--- config.mk ---
export PLATFORM = sky130hd
export DESIGN_NAME = pacman_game_ctrl
export DESIGN_NICKNAME = d
export VERILOG_FILES = /design/src/rtl/pacman_pkg.sv /design/src/rtl/gc_frame_timer.sv /design/src/rtl/pacman_game_ctrl.sv
export SDC_FILE = /design/constraint.sdc
export NUM_CORES = 1
export LEC_CHECK = 0
export BUFFER_PORTS_ARGS = -buffer_cell sky130_fd_sc_hd__buf_2
export CAP_MARGIN = 20
export CELL_PAD_IN_SITES_DETAIL_PLACEMENT = 2
export CELL_PAD_IN_SITES_GLOBAL_PLACEMENT = 2
export CORE_MARGIN = 4
export CORE_UTILIZATION = 25
export CTS_CLUSTER_DIAMETER = 80
export DETAILED_ROUTE_END_ITERATION = 10
export HOLD_SLACK_MARGIN = 0.15
export PLACE_DENSITY_LB_ADDON = 0.1
export SKIP_CTS_REPAIR_TIMING = 1
export SYNTH_ARGS = -nofsm -noshare
export SYNTH_HDL_FRONTEND = slang
export SYNTH_SLANG_ARGS = --single-unit
export TNS_END_PERCENT = 5
--- constraint.sdc ---
create_clock -name Clk -period 4.06 [get_ports Clk]
set_clock_uncertainty 0.2 [all_clocks]
set_input_delay 1.015 -clock Clk [delete_from_list [all_inputs] [get_ports Clk]]
set_output_delay 1.015 -clock Clk [all_outputs]
set_load 0.1 [all_outputs]
--- src/rtl/pacman_pkg.sv ---
// Shared types, widths and helpers for the Pacman game controller.
package pacman_pkg;

   localparam int unsigned STATE_W          = 3;
   localparam int unsigned LIVES_W          = 2;
   localparam int unsigned SCORE_W          = 16;
   localparam int unsigned PELLET_W         = 8;
   localparam int unsigned EXTRA_LIFE_SCORE = 10000;
   localparam int unsigned MAX_LIVES        = 3;

   typedef enum logic [STATE_W-1:0] {
      ST_IDLE     = 3'd0,
      ST_READY    = 3'd1,
      ST_PLAY     = 3'd2,
      ST_DYING    = 3'd3,
      ST_GAMEOVER = 3'd4,
      ST_WIN      = 3'd5
   } game_state_t;

   // Score addition that sticks at all-ones instead of wrapping.
   function automatic logic [SCORE_W-1:0] score_sat_add(input logic [SCORE_W-1:0] a,
                                                        input logic [SCORE_W-1:0] b);
      logic [SCORE_W:0] sum;
      sum = {1'b0, a} + {1'b0, b};
      return sum[SCORE_W] ? '1 : sum[SCORE_W-1:0];
   endfunction

endpackage

--- src/rtl/gc_frame_timer.sv ---
// Loadable frame-tick down-counter; done_c flags the tick that exhausts it
// (or an already-empty counter, so a zero load expires on the next clock).
module gc_frame_timer #(
   parameter int unsigned W = 8
) (
   input  logic         clk,
   input  logic         rst_n,
   input  logic         load_i,
   input  logic [W-1:0] load_val_i,
   input  logic         tick_i,
   output logic         done_c
);

   logic [W-1:0] cnt_q;

   always_ff @(posedge clk or negedge rst_n) begin
      if (!rst_n) begin
         cnt_q <= '0;
      end else if (load_i) begin
         cnt_q <= load_val_i;
      end else if (tick_i && (cnt_q != '0)) begin
         cnt_q <= cnt_q - W'(1);
      end
   end

   assign done_c = (cnt_q == '0) || (tick_i && (cnt_q == W'(1)));

endmodule

--- src/rtl/pacman_game_ctrl.sv ---
// Pacman game-flow controller: lives, score, pellets and phase sequencing.
// Optional macro PACMAN_EXTRA_LIFE_EN grants one bonus life per game at 10000 points.
module pacman_game_ctrl
   import pacman_pkg::*;
#(
   parameter int unsigned LIVES         = 3,
   parameter int unsigned PELLETS       = 244,
   parameter int unsigned READY_FRAMES  = 120,
   parameter int unsigned DEATH_FRAMES  = 60,
   parameter int unsigned PELLET_POINTS = 10
) (
   input  logic                Clk,
   input  logic                Reset_n,
   input  logic                frame_tick,
   input  logic                over,
   input  logic                pellet_eaten,
   input  logic                start,
   output logic [STATE_W-1:0]  state,
   output logic                run,
   output logic                respawn,
   output logic [LIVES_W-1:0]  lives,
   output logic [SCORE_W-1:0]  score,
   output logic [PELLET_W-1:0] pellets_left,
   output logic                game_over,
   output logic                win
);

   localparam int unsigned MAX_FRAMES = (READY_FRAMES > DEATH_FRAMES) ? READY_FRAMES : DEATH_FRAMES;
   localparam int unsigned TMR_W      = (MAX_FRAMES < 2) ? 1 : $clog2(MAX_FRAMES + 1);

   game_state_t         state_q, state_d;
   logic [LIVES_W-1:0]  lives_q, lives_d, lives_tmp;
   logic [SCORE_W-1:0]  score_q, score_d;
   logic [PELLET_W-1:0] pellets_q, pellets_d;
   logic                respawn_q, respawn_d;
   logic                run_q, game_over_q, win_q;
   logic                tmr_load, tmr_done;
   logic [TMR_W-1:0]    tmr_val;
`ifdef PACMAN_EXTRA_LIFE_EN
   logic                bonus_q, bonus_d;
`endif

   // READY and DYING never overlap, so they share one timer.
   gc_frame_timer #(.W(TMR_W)) u_timer (
      .clk        (Clk),
      .rst_n      (Reset_n),
      .load_i     (tmr_load),
      .load_val_i (tmr_val),
      .tick_i     (frame_tick),
      .done_c     (tmr_done)
   );

   always_ff @(posedge Clk or negedge Reset_n) begin
      if (!Reset_n) begin
         state_q     <= ST_IDLE;
         lives_q     <= '0;
         score_q     <= '0;
         pellets_q   <= '0;
         respawn_q   <= 1'b0;
         run_q       <= 1'b0;
         game_over_q <= 1'b0;
         win_q       <= 1'b0;
`ifdef PACMAN_EXTRA_LIFE_EN
         bonus_q     <= 1'b0;
`endif
      end else begin
         state_q     <= state_d;
         lives_q     <= lives_d;
         score_q     <= score_d;
         pellets_q   <= pellets_d;
         respawn_q   <= respawn_d;
         run_q       <= (state_d == ST_PLAY);
         game_over_q <= (state_d == ST_GAMEOVER);
         win_q       <= (state_d == ST_WIN);
`ifdef PACMAN_EXTRA_LIFE_EN
         bonus_q     <= bonus_d;
`endif
      end
   end

   always_comb begin
      state_d   = state_q;
      lives_d   = lives_q;
      lives_tmp = lives_q;
      score_d   = score_q;
      pellets_d = pellets_q;
      respawn_d = 1'b0;
      tmr_load  = 1'b0;
      tmr_val   = TMR_W'(READY_FRAMES);
`ifdef PACMAN_EXTRA_LIFE_EN
      bonus_d   = bonus_q;
`endif
      unique case (state_q)
         ST_IDLE, ST_GAMEOVER, ST_WIN: begin
            if (start) begin
               state_d   = ST_READY;
               lives_d   = LIVES_W'(LIVES);
               score_d   = '0;
               pellets_d = PELLET_W'(PELLETS);
               respawn_d = 1'b1;
               tmr_load  = 1'b1;
`ifdef PACMAN_EXTRA_LIFE_EN
               bonus_d   = 1'b0;
`endif
            end
         end
         ST_READY: begin
            if (tmr_done) state_d = ST_PLAY;
         end
         ST_PLAY: begin
            // Pellet is accounted before the collision so a last-pellet tie wins.
            if (pellet_eaten && (pellets_q != '0)) begin
               score_d   = score_sat_add(score_q, SCORE_W'(PELLET_POINTS));
               pellets_d = pellets_q - PELLET_W'(1);
`ifdef PACMAN_EXTRA_LIFE_EN
               if (!bonus_q && (32'(score_d) >= EXTRA_LIFE_SCORE)) begin
                  bonus_d = 1'b1;
                  if (lives_tmp < LIVES_W'(MAX_LIVES)) lives_tmp = lives_tmp + LIVES_W'(1);
               end
`endif
            end
            if (pellet_eaten && (pellets_q == PELLET_W'(1))) begin
               state_d = ST_WIN;
            end else if (frame_tick && over) begin
               state_d   = ST_DYING;
               lives_tmp = (lives_tmp != '0) ? lives_tmp - LIVES_W'(1) : '0;
               tmr_load  = 1'b1;
               tmr_val   = TMR_W'(DEATH_FRAMES);
            end
            lives_d = lives_tmp;
         end
         ST_DYING: begin
            if (tmr_done) begin
               if (lives_q == '0) begin
                  state_d = ST_GAMEOVER;
               end else begin
                  state_d   = ST_READY;
                  respawn_d = 1'b1;
                  tmr_load  = 1'b1;
               end
            end
         end
         default: state_d = ST_IDLE;
      endcase
   end

   assign state        = state_q;
   assign run          = run_q;
   assign respawn      = respawn_q;
   assign lives        = lives_q;
   assign score        = score_q;
   assign pellets_left = pellets_q;
   assign game_over    = game_over_q;
   assign win          = win_q;

endmodule

Yosys cells after proc, flatten, opt, wreduce, memory -nomap -nowiden:

Cells that the tools add are included.

* register bits: 40
* output and inout port bits: 33

* add/sub/neg operators: 4
* equal/unequal tests: 14
* mux-type cells: 31
* reductions and logical operators: 17

Operators by type and width (count)
* $mux W16: 3
* $mux W7: 5
* $pmux W16 S2: 1
* $mux W3: 6
* $add A16 B4 Y17 const B: 1
* $mux W8: 2
* $pmux W8 S2: 1
* $eq A3 B3 Y1 const B: 4
* $pmux W3 S4: 1
* $eq A3 B2 Y1 const B: 3
* $eq A8 B1 Y1 const B: 1
* $mux W2: 4
* $ne A2 B2 Y1 const B: 4
* $reduce_bool A8 Y1: 1
* $sub A8 B1 Y8 const B: 1
* $eq A7 B1 Y1 const B: 1
* $logic_not A7 Y1: 1
* $reduce_bool A7 Y1: 1
* $sub A7 B1 Y7 const B: 1
* $reduce_bool A2 Y1: 3
* $logic_and A1 B1 Y1: 5
* $mux W1: 5
* $pmux W2 S2: 1
* $reduce_and A4 Y1: 1
* 9 further kinds: 9

Logic depth before layout (Yosys ltp):

Gate-level depths: netlist of run 1.

* depth in word-level cells: 6
* depth in mapped cells: 8
* gate-level depth less buffers: 7

By module:

A second synthesis of run 1 with hierarchy kept.

* cells, all modules: 247
* area, all modules: 2252.2 um2

Modules (own cells, without submodules)
* pacman_game_ctrl: instances 1, cells an instance 192, area an instance 1770.4 um2
* gc_frame_timer: instances 1, cells an instance 55, area an instance 481.7 um2

Least setup slack after synthesis of run 1:

No wires, ideal clock.

* kind: register -> register
* start point: reg pellets_q[0], in the netlist pellets_left[0]
* end point: reg u_timer.cnt_q[3]
* setup time: 124 ps
* data arrival time: 2367 ps
* required time: 3736 ps
* setup slack: 1369 ps
* cell stages (with the launch flop): 6
* buffers on the path: 0
* path through: dfrtp_1 -> ha_1 -> or4bb_1 -> o211ai_2 -> o211ai_1 -> a211o_2

* word-level cells in the longest chain between the ends: 5
* elaborated cells between the ends (all ways): 8
* those cells by class: eq/ne (1); mux (5); reduce/logical (2)

RTL lines
* start, declared: line pacman_game_ctrl.sv:34 `logic [PELLET_W-1:0] pellets_q, pellets_d;`
* start signal, assigned: line pacman_game_ctrl.sv:70 `pellets_q <= pellets_d;`
* $eq A8 B1 Y1 (*): line pacman_game_ctrl.sv:122 `if (pellet_eaten && (pellets_q == PELLET_W'(1))) begin`
* $logic_and A1 B1 Y1 (*): line pacman_game_ctrl.sv:122
* $mux W1 / $mux W7 (equally long branches): line pacman_game_ctrl.sv:122
* $pmux W1 S3 / $mux W7 (equally long branches): line pacman_game_ctrl.sv:93 `unique case (state_q)`
* $mux W7 / $reduce_bool A2 Y1 (equally long branches)
* end signal, assigned: line gc_frame_timer.sv:20 `cnt_q <= load_val_i;`
* end signal, assigned: line gc_frame_timer.sv:22 `cnt_q <= cnt_q - W'(1);`
* end, declared: line gc_frame_timer.sv:14 `logic [W-1:0] cnt_q;`

Mark *: on every way between the ends. The rest lies on a longest branch, timed or not.
A chain may end at the register's enable or synchronous reset.

Worst setup path in the final report of run 1:

* start point: in pellet_eaten
* end point: reg score_q[3], in the netlist score[3]

* word-level cells in the longest chain between the ends: 3

RTL lines
* start, declared: line pacman_game_ctrl.sv:16 `input logic pellet_eaten,`
* $logic_and A1 B1 Y1: line pacman_game_ctrl.sv:112 `if (pellet_eaten && (pellets_q != '0)) begin`
* $ne A2 B2 Y1 (no line)
* $reduce_and A3 Y1 (no line)
* end signal, assigned: line pacman_game_ctrl.sv:69 `score_q <= score_d;`
* end, declared: line pacman_game_ctrl.sv:33 `logic [SCORE_W-1:0] score_q, score_d;`

No other way between the ends.

==> results.md, run 1 <==
- Sum Neg Setup Slack: 0 ns
- Data required, critical path: just over 4 ns
- CTS tree: yes
- Tot GR Track Use: between 10 and 15%
- CP endpoint kind: register
- Vias: between 1.5k and 2k
- Commonest cells post-synth: 40 x dfrtp_1, 13 x a21oi_1, 13 x o21ai_0, 12 x inv_1, 12 x nor2_1
- DR pass1 iterations: 4
- Syn Nets: about 240
- Static leakage: 1.13 nW
- Status: completed
- Worst-Margin Slew: 0.687 ns
- Worst Path Arrival: 2.81 ns
- Top cell type's share of synthesized area: 45.7%
- Post-Synthesis Cell Area: roughly 0.0022 mm²
- DRC viols: 0
- Top layer in use: met4
- PortBufs: 38
- Met1 Routed Length: roughly 3200 µm
- Pin count of the biggest net entering global routing: 41
- Tmin final: around 2.8 ns
- First-pass GRT wire length: approximately 11000 µm
- Tot Pwr: 0.00150 W
- Syn avg cell area: 9.82 µm²
- Via/cell ratio: roughly 5.4
- Placed inst area: about 0.0025 mm²
- FF+latch count, synth: 40
- Remaining antenna violation count: 0
- Critical Path Fanout Max: 19
- Ant diodes: 0
- VDD IR max: around 0.00021 V
- Syn Inst Count: 223
- Wire per inst: between 15 and 20 µm
- Initial Util: 26.1%
- Achievable frequency: between 300 and 400 MHz
- Routed wl met3: 244 µm
- Max-Cap Viols: 0
- H-Tree Depth: 2
- Final hold vios: 0
- Die height: between 100 and 150 µm
- Routed WL: around 6600 µm
- Clk_lat worst skew: 0.30 ns
- Top post-synthesis cells by area: dfrtp_1 46%, a211oi_1 3.4%, ha_1 3.4%
- Register area share after synthesis: a little under half
- Root Driver: clkbuf_8
- Worst hold path class: register to register
- Rel. slew slack: between 50% and 60%
- DP Wirelength: around 4800 µm
- Design Area, Final: 0.00262 mm²
- Synth cell types: 54
- Number of I/O pins: 39
- Die area: between 0.01 and 0.015 mm²
- Post-synth EDFFs: 0
- Grt ovf: 0
- Num CTS Buffers: 5
- P&R area growth vs syn: 19.5%
- Kind of critical path: input port to register
- Layout cells sized above 1: between 20% and 30%
- Core box area: approximately 0.0084 mm²
- P per Cell Area: between 500 and 600 mW/mm²
- Ys flop type: dfrtp_1
- Final Instance Count excl. Fillers: between 300 and 400
- Placer congestion estimate: 0.711
- Fin util: 31.2%
- Row count: 33
- Clock Path Buffers: 2
- Metal2 WL: approximately 3000 µm
- Fillers: 960
- Vias in the first global route: around 2.1k
- Antenna violations before repair: 0
- Initial drt markers: 45
- Most frequent cell after synthesis: dfrtp_1
- R2R Setup Slk: 1.45 ns
- Unrepaired setup endpoints after global routing: false
- Final net count: about 270
- Crit start category: input port
- Sink Count: 40
- Leading area contributor after synthesis: dfrtp_1
- Die W: 102 µm
- YS warnings: 0
- Placed Instances: between 300 and 400
- Slew Viols, Final: 0
- Final Cycle Share: roughly 69%
- Post-synth ARST share: 100%
- Final setup fails: 0
- Reg clk slew, reported paths: 0.09 ns
## per-stage QoR
stage,hold WS (ns),worst slack [ns]
final,0.318,1.24
after detailed placement,0.305,0.933
after global placement,0.312,0.986
after floorplan,0.336,1.37
after CTS,0.326,1.24
after global routing,0.360,0.918
## layer usage
metal	track usage, %	up-vias
met5	0	-
met4	4.29	0
met3	2.89	8
met2	21.9	42
met1	19.2	1003
li1	-	926
## cells by family after synthesis
logic type	Yosys count	share of synthesized area, %
adders and majority gates	6	3.43
buffers and inverters	21	3.77
and+or+nand+nor	80	21.7
AOI/OAI and AO/OA	68	22.0
xor gates and xnor gates	4	1.60
DFF	40	45.7
muxes	4	1.83
## layout make-up
cell class	count	area (µm²)	area share, %
clock buffers	6	72.6	2.77
clock inverters	2	35.0	1.34
repair buffers	41	225	8.61
well taps	105	131	5.02
flip-flops and latches	40	1000	38.3
inverters	12	45.0	1.72
multi-input cells	162	1110	42.3
## placed cells by master, fill, tap and decap left out, types with 2 or more instances in the layout
cell,n
a2111o_1,2
a2111oi_0,2
a211oi_1,10
a21o_1,2
a21oi_1,13
a311oi_1,3
a31oi_1,3
a41oi_1,2
and2_1,4
and3_1,5
buf_2,38
buf_4,2
clkbuf_8,5
dfrtp_1,40
ha_1,6
inv_1,12
mux2i_1,4
nand2_1,10
nand2b_1,2
nand3_1,8
nand3b_1,2
nand4_1,5
nor2_1,12
nor3_1,10
nor3b_1,2
nor4_1,4
nor4bb_1,2
o211ai_1,3
o21a_1,3
o21ai_0,13
o31ai_1,2
or3b_2,2
or4_1,2
or4_4,2
xnor2_1,2
xor2_1,2
## path summary, 6_finish.rpt
| check | endpoint | depth (start not counted) | start |
|---|---|---|---|
| worst min register to register | score[0] | 2 | score[0] |
| worst max-delay path | score[3] | 5 | pellet_eaten |
| worst max register to register | score[10] | 6 | pellets_left[0] |
| max in group asynchronous | u_timer.cnt_q[2] | 2 | Reset_n |
| min in group asynchronous | score[14] | 1 | Reset_n |
| worst min-delay path | score[0] | 2 | score[0] |
## state kept, by name, indices dropped and copies added (netlist names)
register,flops
u_timer.cnt_q,7
pellets_left,8
score,16
run,1
respawn,1
game_over,1
state,3
lives,2
win,1
## critical path: stages
cell	delay, ns
buf_2	0.10
nor4bb_1	0.61
o21a_1	0.64
o21ai_0	0.16
a311oi_1	0.28
## power breakdown
part,internal (W),switching [W],total [W]
clock network,0.000183,0.000152,0.000335
logic,0.000130,0.000460,0.000590
registers,0.000469,0.000108,0.000577
total,0.000782,0.000720,0.00150
Note: power is estimated with default switching activity, not from simulation.
==> inputs of run 2 (changes only) <==
Clock period 4.06 ns to 2.4 ns, I/O delays scaled along.
==> run 2 against run 1 <==
Critical path type is now register to register. Cell area up 8.3%. Core utilization up 2.6 points. Setup slack lost 1.2 ns. Sequential share of layout area down 2.1 points. Die area unchanged.
==> results.md, run 2 (same netlist as run 1, synthesis figures left out) <==
- Die area: 0.0103 mm² (unchanged)
- Grt ovf: 0 (unchanged)
- Kind of critical path: register to register
- Placer congestion estimate: 0.751 (+5.7%)
- First-pass GRT wire length: 11400 µm (+1.2%)
- Slowest cell on the critical path: or4_4
- Status: completed
- Max-Cap Viols: 0 (unchanged)
- DRC viols: 0 (unchanged)
- R2R Setup Slk: 0.08 ns (-1.37 ns)
- Worst-Margin Slew: 0.617 ns (-0.0698 ns)
- Final setup fails: 0 (unchanged)
- Worst Path Arrival: 2.30 ns (-0.51 ns)
- Sum Neg Setup Slack: 0 ns (unchanged)
- Final net count: 296 (+8.0%)
- RR Startpoint: u_timer.cnt_q[3]
- Worst Setup SP: u_timer.cnt_q[3]
- Core box area: 0.00838 mm² (unchanged)
- Antenna violations before repair: 0 (unchanged)
- Reg clk slew, reported paths: 0.09 ns (about the same)
- Routed WL: 6870 µm (+4.7%)
- Max reg flops: 16 (unchanged)
- Placed inst area: 0.00271 mm² (+8.8%)
- Most frequent cells in the layout: 38 x buf_2, 22 x dfrtp_1, 22 x buf_4
- Achievable frequency: ~430 MHz
- VDD IR max: 0.000400 V (+91%)
- Multi-input combinational cell area: 0.00112 mm² (+1.2%)
- Crit path cell chain: or4_4 > or4_1 > a32o_1 > or2_2
- R2r worst-path depth: 4 (-2)
- Vias: 2030 (+2.6%)
- Crit start category: register
- Crit path buf inv count: 0 (-1)
- Row count: 33 (unchanged)
- Die W: 102 µm (unchanged)
- Tot GR Track Use: 14.3% (+0.38 points)
- Final hold vios: 0 (unchanged)
- Root Driver: clkbuf_8
- Register Area: 0.00102 mm² (+2.2%)
- Vias in the first global route: 2177 (+3.2%)
- Worst flop-to-flop path endpoint: state[0]
- Rel. slew slack: 58.5% (+4.9 points)
- H-Tree Depth: 2 (unchanged)
- Ant diodes: 0 (unchanged)
- Initial Util: 26.1% (unchanged)
- Number of I/O pins: 39 (unchanged)
- Die height: 102 µm (unchanged)
- CTS tree: yes
- Clk_lat worst skew: 0.30 ns (about the same)
- DR pass1 iterations: 4 (unchanged)
- Critical Path Fanout Max: 4 (-15)
- Initial drt markers: 42 (-6.7%)
- Via/cell ratio: 5.21 (-3.2%)
- DP Wirelength: 5150 µm (+7.8%)
- Data required, critical path: 2.38 ns (-1.67 ns)
- Final Instance Count excl. Fillers: 390 (+6.0%)
- Tmin final: 2.32 ns
- P&R area growth vs syn: 29.4%
- Clock Path Buffers: 2 (unchanged)
- Unrepaired setup endpoints after global routing: false
- Hold path cells: 2 (unchanged)
- Commonest non-fill, non-tap cell in the layout: buf_2
- Sink Count: 40 (unchanged)
- P per Cell Area: 929 mW/mm² (+62%)
- CP endpoint: state[0]
- Design Area, Final: 0.00283 mm² (+8.3%)
- Worst hold path class: register to register
- Slew Viols, Final: 0 (unchanged)
- Remaining antenna violation count: 0 (unchanged)
- Static leakage: 1.22 nW (+7.4%)
- Final Hold Slack: 0.311 ns (-0.00773 ns)
- CP endpoint kind: register
- Final Cycle Share: a little over nine tenths
- Pin count of the biggest net entering global routing: 20 (-51%)
- Layout cells sized above 1: 35.1% (+13 points)
- Wire per inst: 17.6 µm (-1.2%)
- Fillers: 957 (-0.31%)
- PortBufs: 38 (unchanged)
- Crit path depth: 4 (-1)
- Cell family with most CP delay: simple AND/OR/NAND/NOR gates
- CP peak stage delay: 0.57 ns (-0.07 ns)
- Num CTS Buffers: 5 (unchanged)
- Placed Instances: 381 (+6.1%)
[run 2: changes by cell type in the layout (fill, tap and decap cells not counted)]
cell / before / now
nor4bb_1: 2 / 1
dfrtp_1: 40 / 22
dlygate4sd3_1: 0 / 1
inv_1: 12 / 11
buf_4: 2 / 22
inv_2: 0 / 1
o21ai_2: 1 / 0
buf_12: 1 / 2
o21ai_4: 0 / 1
dfrtp_2: 0 / 18
nor4bb_2: 0 / 1
[run 2: worst min path at each step]
stage	startpoint	end
after floorplan	Reset_n	game_over
after global placement	score[0]	score[0]
after detailed placement	score[11]	score[11]
after CTS	Reset_n	score[14]
after global routing	score[11]	score[11]
final	score[0]	score[0]
[run 2: worst register-to-register path, cell delays in order (launching register included)]
cell	delay, ns
dfrtp_1	0.39
or4_4	0.57
or4_1	0.43
a32o_1	0.32
or2_2	0.28
[run 2: where the power goes]
part	total, W	internal (W)	leakage, nW	switching, W
clock network	0.000566	0.000309	0.0552	0.000257
logic	0.00114	0.000288	0.690	0.000852
registers	0.000927	0.000802	0.472	0.000125
[run 2: cell type report]
type                       count  area share [%]
timing repair buffer          63            14.3
tap                          105            4.64
multi-input combinational    162            39.5
sequential                    40            36.1
clock buffer                   6            2.56
inverter                      12            1.59
clock inverter                 2            1.24
[run 2: routing by layer]
metal	share of wire [%]	wire length [µm]	vias up	GRT usage, %
met3	3.5	239	4	2.89
li1	-	-	967	-
met2	49	3380	35	23.6
met4	1.0	70	0	4.29
met1	46	3180	1024	18.9
met5	0	0	-	0
[run 2: per-stage QoR]
stage	power, W	utilization, %	setup slack (ns)
2_1_floorplan	0.00175	-	-0.0364
3_3_place_gp	0.00208	32.3	0.0160
3_5_place_dp	0.00209	32.3	0.00335
4_1_cts	0.00268	33.6	0.0456
5_1_grt	0.00281	33.8	0.00806
6_report	0.00263	33.8	0.0835
